==> src/rtl/heap_ops.sv <==
// Shared bbq heap op encodings, default heap geometry and feeder FSM states.
package heap_ops;

  localparam int DEF_HEAP_ENTRY_DWIDTH    = 17;
  localparam int DEF_HEAP_PRIORITY_AWIDTH = 15;
  localparam int DEF_HEAP_MAX_NUM_ENTRIES = 131071;

  typedef enum logic [0:0] {
    HEAP_OP_ENQUE     = 1'b0,
    HEAP_OP_DEQUE_MIN = 1'b1
  } heap_op_t;

  typedef enum logic [0:0] {
    FEED_INIT = 1'b0,
    FEED_RUN  = 1'b1
  } feed_state_t;

endpackage

==> src/rtl/bbq_req_fifo.sv <==
// Generic registered synchronous FIFO; head is read straight from storage, so a
// word written at one edge is poppable at the next edge at the earliest.
module bbq_req_fifo #(
  parameter int WIDTH = 8,
  parameter int DEPTH = 16
) (
  input  logic             clk,
  input  logic             rst_n,
  input  logic             push,
  input  logic [WIDTH-1:0] push_data,
  input  logic             pop,
  output logic [WIDTH-1:0] head,
  output logic             full,
  output logic             empty
);
  localparam int AW = $clog2(DEPTH);
  localparam logic [AW:0] CNT_FULL = (AW+1)'(DEPTH);
  localparam logic [AW:0] CNT_ZERO = {(AW+1){1'b0}};
  localparam logic [AW:0] CNT_ONE  = (AW+1)'(1'b1);
  localparam logic [AW-1:0] PTR_ONE = AW'(1'b1);

  logic [WIDTH-1:0] mem_r [DEPTH];
  logic [AW-1:0]    wr_ptr_r;
  logic [AW-1:0]    rd_ptr_r;
  logic [AW:0]      count_r;
  logic             push_ok_s;
  logic             pop_ok_s;

  assign full      = (count_r == CNT_FULL);
  assign empty     = (count_r == CNT_ZERO);
  assign head      = mem_r[rd_ptr_r];
  assign push_ok_s = push && !full;
  assign pop_ok_s  = pop && !empty;

  // Storage array and pointers; every entry clears on reset.
  always_ff @(posedge clk or negedge rst_n) begin
    if (!rst_n) begin
      for (int i = 0; i < DEPTH; i++) begin
        mem_r[i] <= {WIDTH{1'b0}};
      end
      wr_ptr_r <= {AW{1'b0}};
      rd_ptr_r <= {AW{1'b0}};
    end else begin
      if (push_ok_s) begin
        mem_r[wr_ptr_r] <= push_data;
        wr_ptr_r        <= wr_ptr_r + PTR_ONE;
      end
      if (pop_ok_s) begin
        rd_ptr_r <= rd_ptr_r + PTR_ONE;
      end
    end
  end

  // Fill level; a simultaneous push and pop leaves it unchanged.
  always_ff @(posedge clk or negedge rst_n) begin
    if (!rst_n) begin
      count_r <= CNT_ZERO;
    end else begin
      case ({push_ok_s, pop_ok_s})
        2'b10:   count_r <= count_r + CNT_ONE;
        2'b01:   count_r <= count_r - CNT_ONE;
        default: count_r <= count_r;
      endcase
    end
  end

endmodule

==> src/rtl/bbq_req_feeder.sv <==
// Request front-end for the bbq heap: buffers client ops, waits for heap init and
// issues admitted ops on a registered valid/ready stage while tracking occupancy.
module bbq_req_feeder
  import heap_ops::*;
#(
  parameter int HEAP_ENTRY_DWIDTH    = DEF_HEAP_ENTRY_DWIDTH,
  parameter int HEAP_PRIORITY_AWIDTH = DEF_HEAP_PRIORITY_AWIDTH,
  parameter int HEAP_MAX_NUM_ENTRIES = DEF_HEAP_MAX_NUM_ENTRIES,
  parameter int FIFO_DEPTH           = 16,
  parameter int OCC_WIDTH            = $clog2(HEAP_MAX_NUM_ENTRIES + 1)
) (
  input  logic                            clk,
  input  logic                            rst_n,
  input  logic                            req_valid,
  output logic                            req_ready,
  input  heap_op_t                        req_op_type,
  input  logic [HEAP_ENTRY_DWIDTH-1:0]    req_data,
  input  logic [HEAP_PRIORITY_AWIDTH-1:0] req_priority,
  input  logic                            heap_ready,
  output logic                            heap_in_valid,
  output heap_op_t                        heap_in_op_type,
  output logic [HEAP_ENTRY_DWIDTH-1:0]    heap_in_he_data,
  output logic [HEAP_PRIORITY_AWIDTH-1:0] heap_in_he_priority,
  output logic                            init_done,
  output logic [OCC_WIDTH-1:0]            occupancy,
  output logic                            drop_enque,
  output logic                            drop_deque
);
  typedef struct packed {
    heap_op_t                        op_type;
    logic [HEAP_ENTRY_DWIDTH-1:0]    data;
    logic [HEAP_PRIORITY_AWIDTH-1:0] prio;
  } req_word_t;

  localparam int REQ_WIDTH = $bits(req_word_t);
  localparam logic [OCC_WIDTH-1:0] OCC_FULL = OCC_WIDTH'(HEAP_MAX_NUM_ENTRIES);
  localparam logic [OCC_WIDTH-1:0] OCC_ZERO = {OCC_WIDTH{1'b0}};
  localparam logic [OCC_WIDTH-1:0] OCC_ONE  = OCC_WIDTH'(1'b1);

  feed_state_t                     state_r;
  feed_state_t                     state_next_s;
  logic                            run_s;
  logic                            init_done_r;
  req_word_t                       push_word_s;
  req_word_t                       head_word_s;
  logic                            fifo_full_s;
  logic                            fifo_empty_s;
  logic                            push_s;
  logic                            pop_s;
  logic                            load_s;
  logic                            drop_enq_s;
  logic                            drop_deq_s;
  logic [OCC_WIDTH-1:0]            occ_next_s;
  logic [HEAP_ENTRY_DWIDTH-1:0]    load_data_s;
  logic [HEAP_PRIORITY_AWIDTH-1:0] load_prio_s;
  logic                            slot_valid_r;
  heap_op_t                        slot_op_r;
  logic [HEAP_ENTRY_DWIDTH-1:0]    slot_data_r;
  logic [HEAP_PRIORITY_AWIDTH-1:0] slot_prio_r;
  logic [OCC_WIDTH-1:0]            occ_r;
  logic                            drop_enq_r;
  logic                            drop_deq_r;

  assign push_word_s = '{op_type: req_op_type, data: req_data, prio: req_priority};
  assign req_ready   = run_s && !fifo_full_s;
  assign push_s      = req_valid && req_ready;
  // The slot can take a new op when empty or when its current op is being accepted.
  assign pop_s       = (!slot_valid_r || heap_ready) && !fifo_empty_s;

  bbq_req_fifo #(
    .WIDTH (REQ_WIDTH),
    .DEPTH (FIFO_DEPTH)
  ) u_fifo (
    .clk       (clk),
    .rst_n     (rst_n),
    .push      (push_s),
    .push_data (push_word_s),
    .pop       (pop_s),
    .head      (head_word_s),
    .full      (fifo_full_s),
    .empty     (fifo_empty_s)
  );

  // State register and sticky init flag.
  always_ff @(posedge clk or negedge rst_n) begin
    if (!rst_n) begin
      state_r     <= FEED_INIT;
      init_done_r <= 1'b0;
    end else begin
      state_r     <= state_next_s;
      init_done_r <= (state_next_s == FEED_RUN);
    end
  end

  // Next state: leave INIT on the first cycle the heap reports ready.
  always_comb begin
    state_next_s = state_r;
    run_s        = 1'b0;
    case (state_r)
      FEED_INIT: begin
        if (heap_ready) begin
          state_next_s = FEED_RUN;
        end else begin
          state_next_s = FEED_INIT;
        end
      end
      FEED_RUN: begin
        run_s        = 1'b1;
        state_next_s = FEED_RUN;
      end
      default: begin
        state_next_s = FEED_INIT;
      end
    endcase
  end

  // Admission of the popped head against the committed occupancy.
  always_comb begin
    load_s      = 1'b0;
    drop_enq_s  = 1'b0;
    drop_deq_s  = 1'b0;
    occ_next_s  = occ_r;
    load_data_s = {HEAP_ENTRY_DWIDTH{1'b0}};
    load_prio_s = {HEAP_PRIORITY_AWIDTH{1'b0}};
    if (pop_s) begin
      case (head_word_s.op_type)
        HEAP_OP_ENQUE: begin
          if (occ_r == OCC_FULL) begin
            drop_enq_s = 1'b1;
          end else begin
            load_s      = 1'b1;
            occ_next_s  = occ_r + OCC_ONE;
            load_data_s = head_word_s.data;
            load_prio_s = head_word_s.prio;
          end
        end
        HEAP_OP_DEQUE_MIN: begin
          if (occ_r == OCC_ZERO) begin
            drop_deq_s = 1'b1;
          end else begin
            load_s     = 1'b1;
            occ_next_s = occ_r - OCC_ONE;
          end
        end
        default: begin
          load_s = 1'b0;
        end
      endcase
    end else begin
      load_s = 1'b0;
    end
  end

  // Output slot: refill from an admitted op, otherwise empty it on handshake.
  always_ff @(posedge clk or negedge rst_n) begin
    if (!rst_n) begin
      slot_valid_r <= 1'b0;
      slot_op_r    <= HEAP_OP_ENQUE;
      slot_data_r  <= {HEAP_ENTRY_DWIDTH{1'b0}};
      slot_prio_r  <= {HEAP_PRIORITY_AWIDTH{1'b0}};
    end else if (load_s) begin
      slot_valid_r <= 1'b1;
      slot_op_r    <= head_word_s.op_type;
      slot_data_r  <= load_data_s;
      slot_prio_r  <= load_prio_s;
    end else if (heap_ready) begin
      slot_valid_r <= 1'b0;
    end
  end

  // Occupancy and drop pulses.
  always_ff @(posedge clk or negedge rst_n) begin
    if (!rst_n) begin
      occ_r      <= OCC_ZERO;
      drop_enq_r <= 1'b0;
      drop_deq_r <= 1'b0;
    end else begin
      occ_r      <= occ_next_s;
      drop_enq_r <= drop_enq_s;
      drop_deq_r <= drop_deq_s;
    end
  end

  assign heap_in_valid       = slot_valid_r;
  assign heap_in_op_type     = slot_op_r;
  assign heap_in_he_data     = slot_data_r;
  assign heap_in_he_priority = slot_prio_r;
  assign init_done           = init_done_r;
  assign occupancy           = occ_r;
  assign drop_enque          = drop_enq_r;
  assign drop_deque          = drop_deq_r;

endmodule

==> config.mk <==
export PLATFORM = sky130hd
export DESIGN_NAME = bbq_req_feeder
export DESIGN_NICKNAME = d
export VERILOG_FILES = /design/src/rtl/heap_ops.sv /design/src/rtl/bbq_req_fifo.sv /design/src/rtl/bbq_req_feeder.sv
export SDC_FILE = /design/constraint.sdc
export NUM_CORES = 1
export LEC_CHECK = 0
export ABC_CLOCK_PERIOD_IN_PS = 4200
export CAP_MARGIN = 0
export CORE_AREA = 2 2 217 219
export CTS_CLUSTER_SIZE = 25
export DETAILED_ROUTE_END_ITERATION = 10
export DIE_AREA = 0 0 219 221
export GPL_ROUTABILITY_DRIVEN = 0
export HOLD_SLACK_MARGIN = 0.02
export PLACE_DENSITY_LB_ADDON = 0.08
export SLEW_MARGIN = 20
export SYNTH_ARGS = -nofsm -noshare
export SYNTH_HDL_FRONTEND = slang
export SYNTH_HIERARCHICAL = 1
export SYNTH_SLANG_ARGS = --single-unit
==> constraint.sdc <==
create_clock -name clk -period 4.2 [get_ports clk]
set_clock_uncertainty 0.05 [all_clocks]
set_input_delay 1.05 -clock clk [delete_from_list [all_inputs] [get_ports clk]]
set_output_delay 1.05 -clock clk [all_outputs]
set_load 0.05 [all_outputs]
==> results of run 1 <==
[flip-flops by register name, indices dropped and copies added, names as in the netlist]
signal	cells
drop_deque	1
drop_enque	1
heap_in_he_data	17
heap_in_he_priority	15
heap_in_op_type	1
heap_in_valid	1
init_done	1
occupancy	17
u_fifo/count_r	5
u_fifo/mem_r	528
u_fifo/rd_ptr_r	4
u_fifo/wr_ptr_r	4
[layout make-up]
type	instances	area [sq um]	share of cell area [%]
clock inverter	7	96.3	0.308
timing repair buffer	141	1400	4.49
sequential	595	14900	47.6
tap	607	759	2.43
clock buffer	97	1830	5.86
multi-input combinational	1208	12300	39.2
inverter	12	45.0	0.144
[worst min path at each step]
stage | slack (ps) | endpoint | cells after the start
2_1_floorplan | 410 | u_fifo/mem_r[154]$_DFFE_PN0P_ | 1
3_3_place_gp | 410 | heap_in_he_priority[13]$_DFFE_PN0P_ | 2
3_5_place_dp | 420 | heap_in_he_data[15]$_DFFE_PN0P_ | 2
4_1_cts | 390 | occupancy[11]$_DFFE_PN0P_ | 1
5_1_grt | 400 | occupancy[11]$_DFFE_PN0P_ | 1
6_report | 360 | occupancy[11]$_DFFE_PN0P_ | 1
[critical path, stage by stage, from the launching register on]
cell	delay, ps
dfrtp_4	520
mux4_2	520
a22oi_1	210
nand2_1	400
fa_1	590
a211oi_2	300
o21ai_2	130
o2111a_1	260
or3b_1	370
a21oi_1	160
xor2_1	150
[synthesized netlist by cell type (4+ instances only)]
library cell / count / share of area (%)
a21oi_1: 14 / 0.25
a221oi_1: 66 / 2.0
a22oi_1: 33 / 0.88
buf_1: 6 / 0.080
buf_12: 7 / 0.50
buf_2: 32 / 0.57
buf_4: 11 / 0.29
buf_6: 38 / 1.5
clkbuf_1: 66 / 0.88
dfrtp_1: 595 / 53
ha_1: 24 / 1.1
inv_1: 12 / 0.16
mux2_1: 30 / 1.2
mux2_2: 440 / 18
mux2_4: 60 / 3.2
mux2i_1: 132 / 4.7
mux4_2: 66 / 5.3
nand2_1: 128 / 1.7
nand3_1: 6 / 0.11
nand3_4: 12 / 0.74
nand4_1: 5 / 0.11
nor2_1: 7 / 0.093
nor2b_1: 8 / 0.18
nor3_1: 4 / 0.071
nor4_1: 4 / 0.089
o211ai_1: 4 / 0.11
o21a_1: 4 / 0.11
o21ai_0: 85 / 1.5
o21ai_1: 9 / 0.16
xnor2_1: 14 / 0.43
xor2_1: 11 / 0.34
[layer usage]
layer / up-vias / share of wire [%]
met5: - / 0
met4: 0 / 2.1
met3: 94 / 4.2
met2: 373 / 48
met1: 8909 / 45
li1: 7392 / -
[metrics by stage]
stage / instances / area [sq um] / util (%)
final: 2667 / 31300 / 68.0
after global routing: 2667 / 31300 / 68.0
after CTS: 2667 / 31300 / 68.0
after detailed placement: 2563 / 29400 / 63.8
after global placement: 2563 / 29400 / 63.8
after floorplan: 1975 / 28200 / -
[cell usage in the layout, fill, tap and decap left out, types with 12 or more instances in the layout]
master           count
dfrtp_1            591
mux2_2             440
mux2i_1            132
nand2_1            128
clkdlybuf4s50_1     90
o21ai_0             85
a221oi_1            66
mux4_2              66
clkbuf_16           62
mux2_4              60
buf_4               41
a22oi_1             33
mux2_1              30
ha_1                24
clkbuf_1            20
clkbuf_8            15
xnor2_1             14
a21oi_1             13
nand3_4             12
[logic make-up after synthesis]
logic type	count (synthesis)	synth area share, %
xor gates and xnor gates	25	0.776
buffers and inverters	172	3.99
AOI/OAI and AO/OA	236	5.69
muxes	728	31.9
DFF	595	52.7
adders and majority gates	26	1.21
and+or+nand+nor	193	3.72
[power groups by stage]
stage / sequential (W) / clock, W / combinational (W)
6_report: 0.0101 / 0.00524 / 0.0128
3_5_place_dp: 0.0101 / 0 / 0.0127
4_1_cts: 0.0100 / 0.00536 / 0.0128
2_1_floorplan: 0.0102 / 0 / 0.00935
5_1_grt: 0.0104 / 0.00562 / 0.0138
3_3_place_gp: 0.00996 / 0 / 0.0124
==> results summary, run 1 <==
The flow ran to the end, and the final reports show no timing, DRC or antenna violations. Setup violations remaining at the end of the flow were counted as 0. The post-cts repair resize count came out at 0. STA classifies the critical path endpoint as a flop. The tool flagged a number of max-cap violations equal to 0. The proportion of synthesized chip area in sequential cells is 52.7%. TritonCTS built the clock tree.

Counting I/O delays and the setup requirement, the final critical path takes 3730 ps. The die boundary width came out at 219 um. The number of failing hold endpoints at the final stage is 0. The remaining antenna violation count is 0.

After the last flow step, the layout net total stands at 2081. The total congestion overflow is 0. The sum of routed wire length over all layers came out at 65.1 mm. CTS saw about 600 sinks. The maximum number of pins on one net before global-route repair came out at 105. For this run, the number of Yosys warnings is 6. In the synthesized netlist the dominant register cell turns out to be dfrtp_1. The max-slew violation count came out at 0.

The met3 layer usage reported by global route is between 3 and 4%. The data arrival at the endpoint of the critical path is around 4200 ps. The standard-cell row count came out at 79. The synthesized area per cell came out at between 10 and 15 sq um. The most critical setup path has its startpoint at u_fifo/rd_ptr_r[0]$_DFFE_PN0P_. The relative slew slack is 29.5%. After clock tree synthesis, the flow added hold-fix buffers numbering 0.

Derived from the worst setup path, the maximum achievable clock frequency is 0.268 GHz. 0 antenna diodes ended up in the layout. The HPWL reported at the end of detailed placement is about 37 mm. The clock network fraction of design power came out at 18.7%.

The worst path setup slack after routing is roughly 470 ps. The total global routing track utilization is 27.8%. The net switching fraction of the power is 36.6%. The number of antenna violations at the first check in global routing came to 0. The iteration count of the initial detailed-routing pass is 5.

The effective utilization at floorplan came out at slightly above 60%. Cells with a size suffix above 1 make up 35.8% of the layout. Counting the fill cells in the layout gives 3265. The number of buffers inserted to repair setup after CTS came out at 0. The deepest clock path buffer count came out at 3.

The synthesized design contains 0 enable-type register cells. The critical path ends at occupancy[16]$_DFFE_PN0P_. The tree is rooted in a clkbuf_16. The worst IR drop on VDD came out at around 0.67 mV. The wire length of the first global-routing pass came out at 103 mm.

The flop-to-flop setup slack is between 400 and 500 ps. Counting the buffers created by CTS gives 60. After floorplanning, the core was sized to cover 0.0461 sq mm.

The critical path is of the reg -> reg type. The worst flop-to-flop path endpoint is occupancy[16]$_DFFE_PN0P_. The share of power burned in combinational logic is 45.5%. The synthesized instance count is ~2000. Of all flip-flops after synthesis, the portion carrying an async set or reset was 100%. For the pin with the worst max-slew slack, the measured transition is 1060 ps. The internal power contribution is about 0.018 W. In this run the critical register-to-register path is launched from u_fifo/rd_ptr_r[0]$_DFFE_PN0P_. The number of library cell types mapped by synthesis came out at 60. The via count of the first global-routing pass is 17500. In this run the worst path has a maximum fanout of 12. The deepest level of the CTS H-tree is 2. The sum of negative setup slack is 0 ps.

The sequential share of power is 35.8%. The final cycle utilization of the critical path is 88.8%. The mean number of vias per cell came out at 6.29. The number of nets produced by synthesis is 2038. STA classifies the critical path startpoint as a flop.

The power consumption is 0.0281 W. The switching power total is 0.0103 W. The required time of the critical path came out at roughly 4700 ps. The layer with the highest usage after global routing is met2.

The count of state elements after synthesis came out at 595. The height of the chip is 221 um. The tightest hold path in the finished design has a slack of between 300 and 400 ps. The post-synthesis cell area is 0.0282 sq mm. The floorplan step defined a die boundary enclosing 0.0484 sq mm. Dividing the detail-routed wire length by the instance count gives between 20 and 25 um. The I/O pin total came out at 92. The number of design-rule violations left by the first detailed-router iteration came out at 1204. The global-route met2 utilization came out at 44.6%. The via count is 16800. The clock latency on the worst-skew pair came out at 630 ps. The depth of the worst register-to-register path is 10.

The tightest min-delay check is of the in -> async type. Setup repair after global routing left no endpoint under its margin. The total leakage power is roughly 14 nW. For this run, global-route usage on met1 was measured as 40.5%. The synthesis-to-layout area growth is 10.9%. The DRC violation count after routing is 0. The power per cell area is roughly 900 mW/mm^2. The clock transition at the registers of the reported paths came out at 60 ps. The count of buffers inserted at the top-level ports is 91. The worst slack after detailed placement came out at 335 ps.
Power figures use the tool's default switching activity.
==> run 2, diff against run 1 <==
--- a/config.mk
+++ b/config.mk
@@ -14,6 +14,7 @@
 export GPL_ROUTABILITY_DRIVEN = 0
 export HOLD_SLACK_MARGIN = 0.02
 export PLACE_DENSITY_LB_ADDON = 0.08
+export REMOVE_ABC_BUFFERS = 1
 export SLEW_MARGIN = 20
 export SYNTH_ARGS = -nofsm -noshare
 export SYNTH_HDL_FRONTEND = slang
==> results summary, run 2 (synthesis gave the netlist of run 1 again) <==
The DRC violation count after routing was 0 (unchanged). The highest net fanout along the worst path came out at 23 (+11). The area growth from synthesis to layout is 12.0%. The largest delay contributor family on the critical path is compound AO/OA/AOI/OAI gates.

The height of the chip came out at 221 um (unchanged). The HPWL reported at the end of detailed placement is 38.2 mm (+3.4%). The startpoint identified for the worst register-to-register timing path is u_fifo/rd_ptr_r[0]$_DFFE_PN0P_.

The number of filler instances in the final layout came out at 3239 (-0.80%). The count of hold buffers inserted by post-cts repair came out at 0 (unchanged). The critical path's largest stage delay came out at 690 ps (+100 ps). The signal on the critical path passes through mux4_2, a22oi_1, nand2_1, buf_4, fa_1, a211oi_2, o21ai_2, o2111a_1, or3b_1, a21oi_1, xor2_1. The flip-flop count of the largest register after layout is 528 (unchanged). The most common cell after layout, fill and taps aside is dfrtp_1.

The final cycle utilization of the critical path is 89.0% (+0.27 points). The clock tree from TritonCTS is done. The worst setup path is captured at a flop.

The depth of the worst register-to-register path is 11 (+1). The max-slew violation count is 0 (unchanged). The sum of routed wire length over all layers is 66.2 mm (+1.6%). The slew at the pin with the worst max-slew slack is 1080 ps (+26.6 ps). Setup repair after global routing left no endpoint under its margin. The total leakage power is 14.3 nW (+1.2%). The I/O pin total is 92 (unchanged).

The largest register by flop count is u_fifo/mem_r. The footprint of the multi-input gates came out at 0.0123 sq mm (unchanged). The required time of the critical path came out at 4670 ps (-20 ps). The final critical delay including setup and external delays was 3740 ps (+11.2 ps).

The CTS buffer count is 66 (+10%). The clock latency on the worst-skew pair is 600 ps (-30 ps). The power per cell area is 903 mW/mm^2 (+0.77%). The via count came out at 16800 (+0.29%).

The flop-to-flop setup slack came to 460 ps (about the same). The total global routing track utilization came out at 28.4% (+0.59 points). Leaving out fill and tap cells, the most frequent cells in the layout are dfrtp_1 (592), mux2_2 (440), mux2i_1 (132), nand2_1 (128), clkdlybuf4s50_1 (90). The critical path is of the reg -> reg type.

The buffers plus inverters on the worst setup path is 1 (+1). The startpoint type of the worst setup path is a flop. The area taken by flip-flops and latches came to 0.0149 sq mm (about the same). The iteration count of the initial detailed-routing pass was 5 (unchanged). The remaining antenna violation count is 0 (unchanged). The wire length of the first global-routing pass came out at 105 mm (+1.7%). The worst-case hold slack is 427 ps (+68.1 ps). The number of buffers inserted to repair setup after CTS is 0 (unchanged). The worst slack after detailed placement is 297 ps (-37.5 ps). The die boundary width came out at 219 um (unchanged). The area of the core region came to 0.0461 sq mm (unchanged).

The number of failing hold endpoints at the final stage came to 0 (unchanged). The area of the die is 0.0484 sq mm (unchanged). The number of antenna violations at the first check in global routing is 1 (+1).

The deepest level of the CTS H-tree is 3 (+1). The relative slew slack came out at 27.7% (-1.8 points). The deepest clock path buffer count came out at 3 (unchanged). The final routed wire length divided by cell count is 24.6 um (+0.65%). The final setup violation count is 0 (unchanged). The share of post-route cells with drive strength above 1 is 36.4% (+0.66 points).

The maximum number of pins on one net before global-route repair is 86 (-18%). The final core area utilization came to 68.7% (+0.71 points). The via count of the first global-routing pass came to 17800 (+1.8%). The data arrival at the endpoint of the critical path came out at 4210 ps (about the same). The clock root buffer is clkbuf_16.

The flow ran to the end, and the final reports show no timing, DRC or antenna violations. The number of standard cells in the layout, taps in and fillers out came out at 2691 (+0.90%). The clock transition at the registers of the reported paths came out at 60 ps (about the same). The mean number of vias per cell was 6.25 (-0.61%). The endpoint identified for the worst register-to-register timing path is occupancy[16]$_DFFE_PN0P_. The worst hold path belongs to the class in -> async.

The total congestion overflow is 0 (unchanged). The count of buffers inserted at the top-level ports came out at 91 (unchanged). The number of design-rule violations left by the first detailed-router iteration is 1047 (-13%). The post-cts repair resize count came out at 0 (unchanged). The slowest stage of the critical path is the dfrtp_4 cell. The number of placed instances, taps included is 2570 (+0.27%). The worst IR drop on VDD came out at 0.787 mV (+17%). The max-capacitance violation count is 0 (unchanged). The standard-cell row count was 79 (unchanged). The maximum clock frequency is 0.267 GHz (-0.30%). The effective utilization at floorplan is 61.3% (unchanged). The number of clock sinks came out at 595 (unchanged). The final-stage net count is 2094 (+0.62%). The worst path setup slack after routing is 461 ps (-11.2 ps).
-- run 2: cell count changes in the layout (fill, tap and decap cells not counted), sizes merged --
cell and change:
clkbuf +1, diode +1, inv +4, bufinv +1
clkinv +9, buf +7, clkinvlp +1
-- run 2: metal layers --
| layer | vias up | track usage [%] | part of all wire (%) |
|---|---|---|---|
| met1 | 8942 | 38.7 | 44 |
| li1 | 7425 | - | - |
| met4 | 0 | 8.09 | 2.1 |
| met2 | 343 | 47.8 | 50 |
| met3 | 106 | 3.97 | 4.0 |
| met5 | - | 0 | 0 |
-- run 2: worst max-delay path by stage --
stage,start,end,slack [ps],depth (start not counted)
floorplan,u_fifo/rd_ptr_r[0]$_DFFE_PN0P_,occupancy[1]$_DFFE_PN0P_,-6250,5
global placement,req_valid,u_fifo/mem_r[23]$_DFFE_PN0P_,360,6
detailed placement,heap_ready,u_fifo/count_r[4]$_DFFE_PN0P_,300,13
CTS,u_fifo/rd_ptr_r[0]$_DFFE_PN0P_,occupancy[16]$_DFFE_PN0P_,450,11
global route,u_fifo/rd_ptr_r[0]$_DFFE_PN0P_,occupancy[16]$_DFFE_PN0P_,290,11
finish,u_fifo/rd_ptr_r[0]$_DFFE_PN0P_,occupancy[16]$_DFFE_PN0P_,460,11
-- run 2: metrics by stage --
stage | total power [W] | TNS, ps | instance area [sq um]
final | 0.0286 | 0 | 31600
after global routing | 0.0304 | 0 | 31600
after CTS | 0.0287 | 0 | 31600
after detailed placement | 0.0229 | 0 | 29500
after global placement | 0.0224 | 0 | 29500
after floorplan | 0.0191 | -337750 | 27200
-- run 2: report_power, final --
group / switching, W / internal [W] / total (W)
combinational: 0.00655 / 0.00617 / 0.0127
sequential: 0.00164 / 0.00852 / 0.0102
clock: 0.00233 / 0.00336 / 0.00569
-- run 2: cell type report --
type                       count  share of cell area [%]
tap                          607                    2.40
sequential                   595                    47.1
multi-input combinational   1208                    38.8
clock inverter                22                   0.712
timing repair buffer         148                    4.81
clock buffer                  98                    6.05
antenna                        1                 0.00791
inverter                      12                   0.142
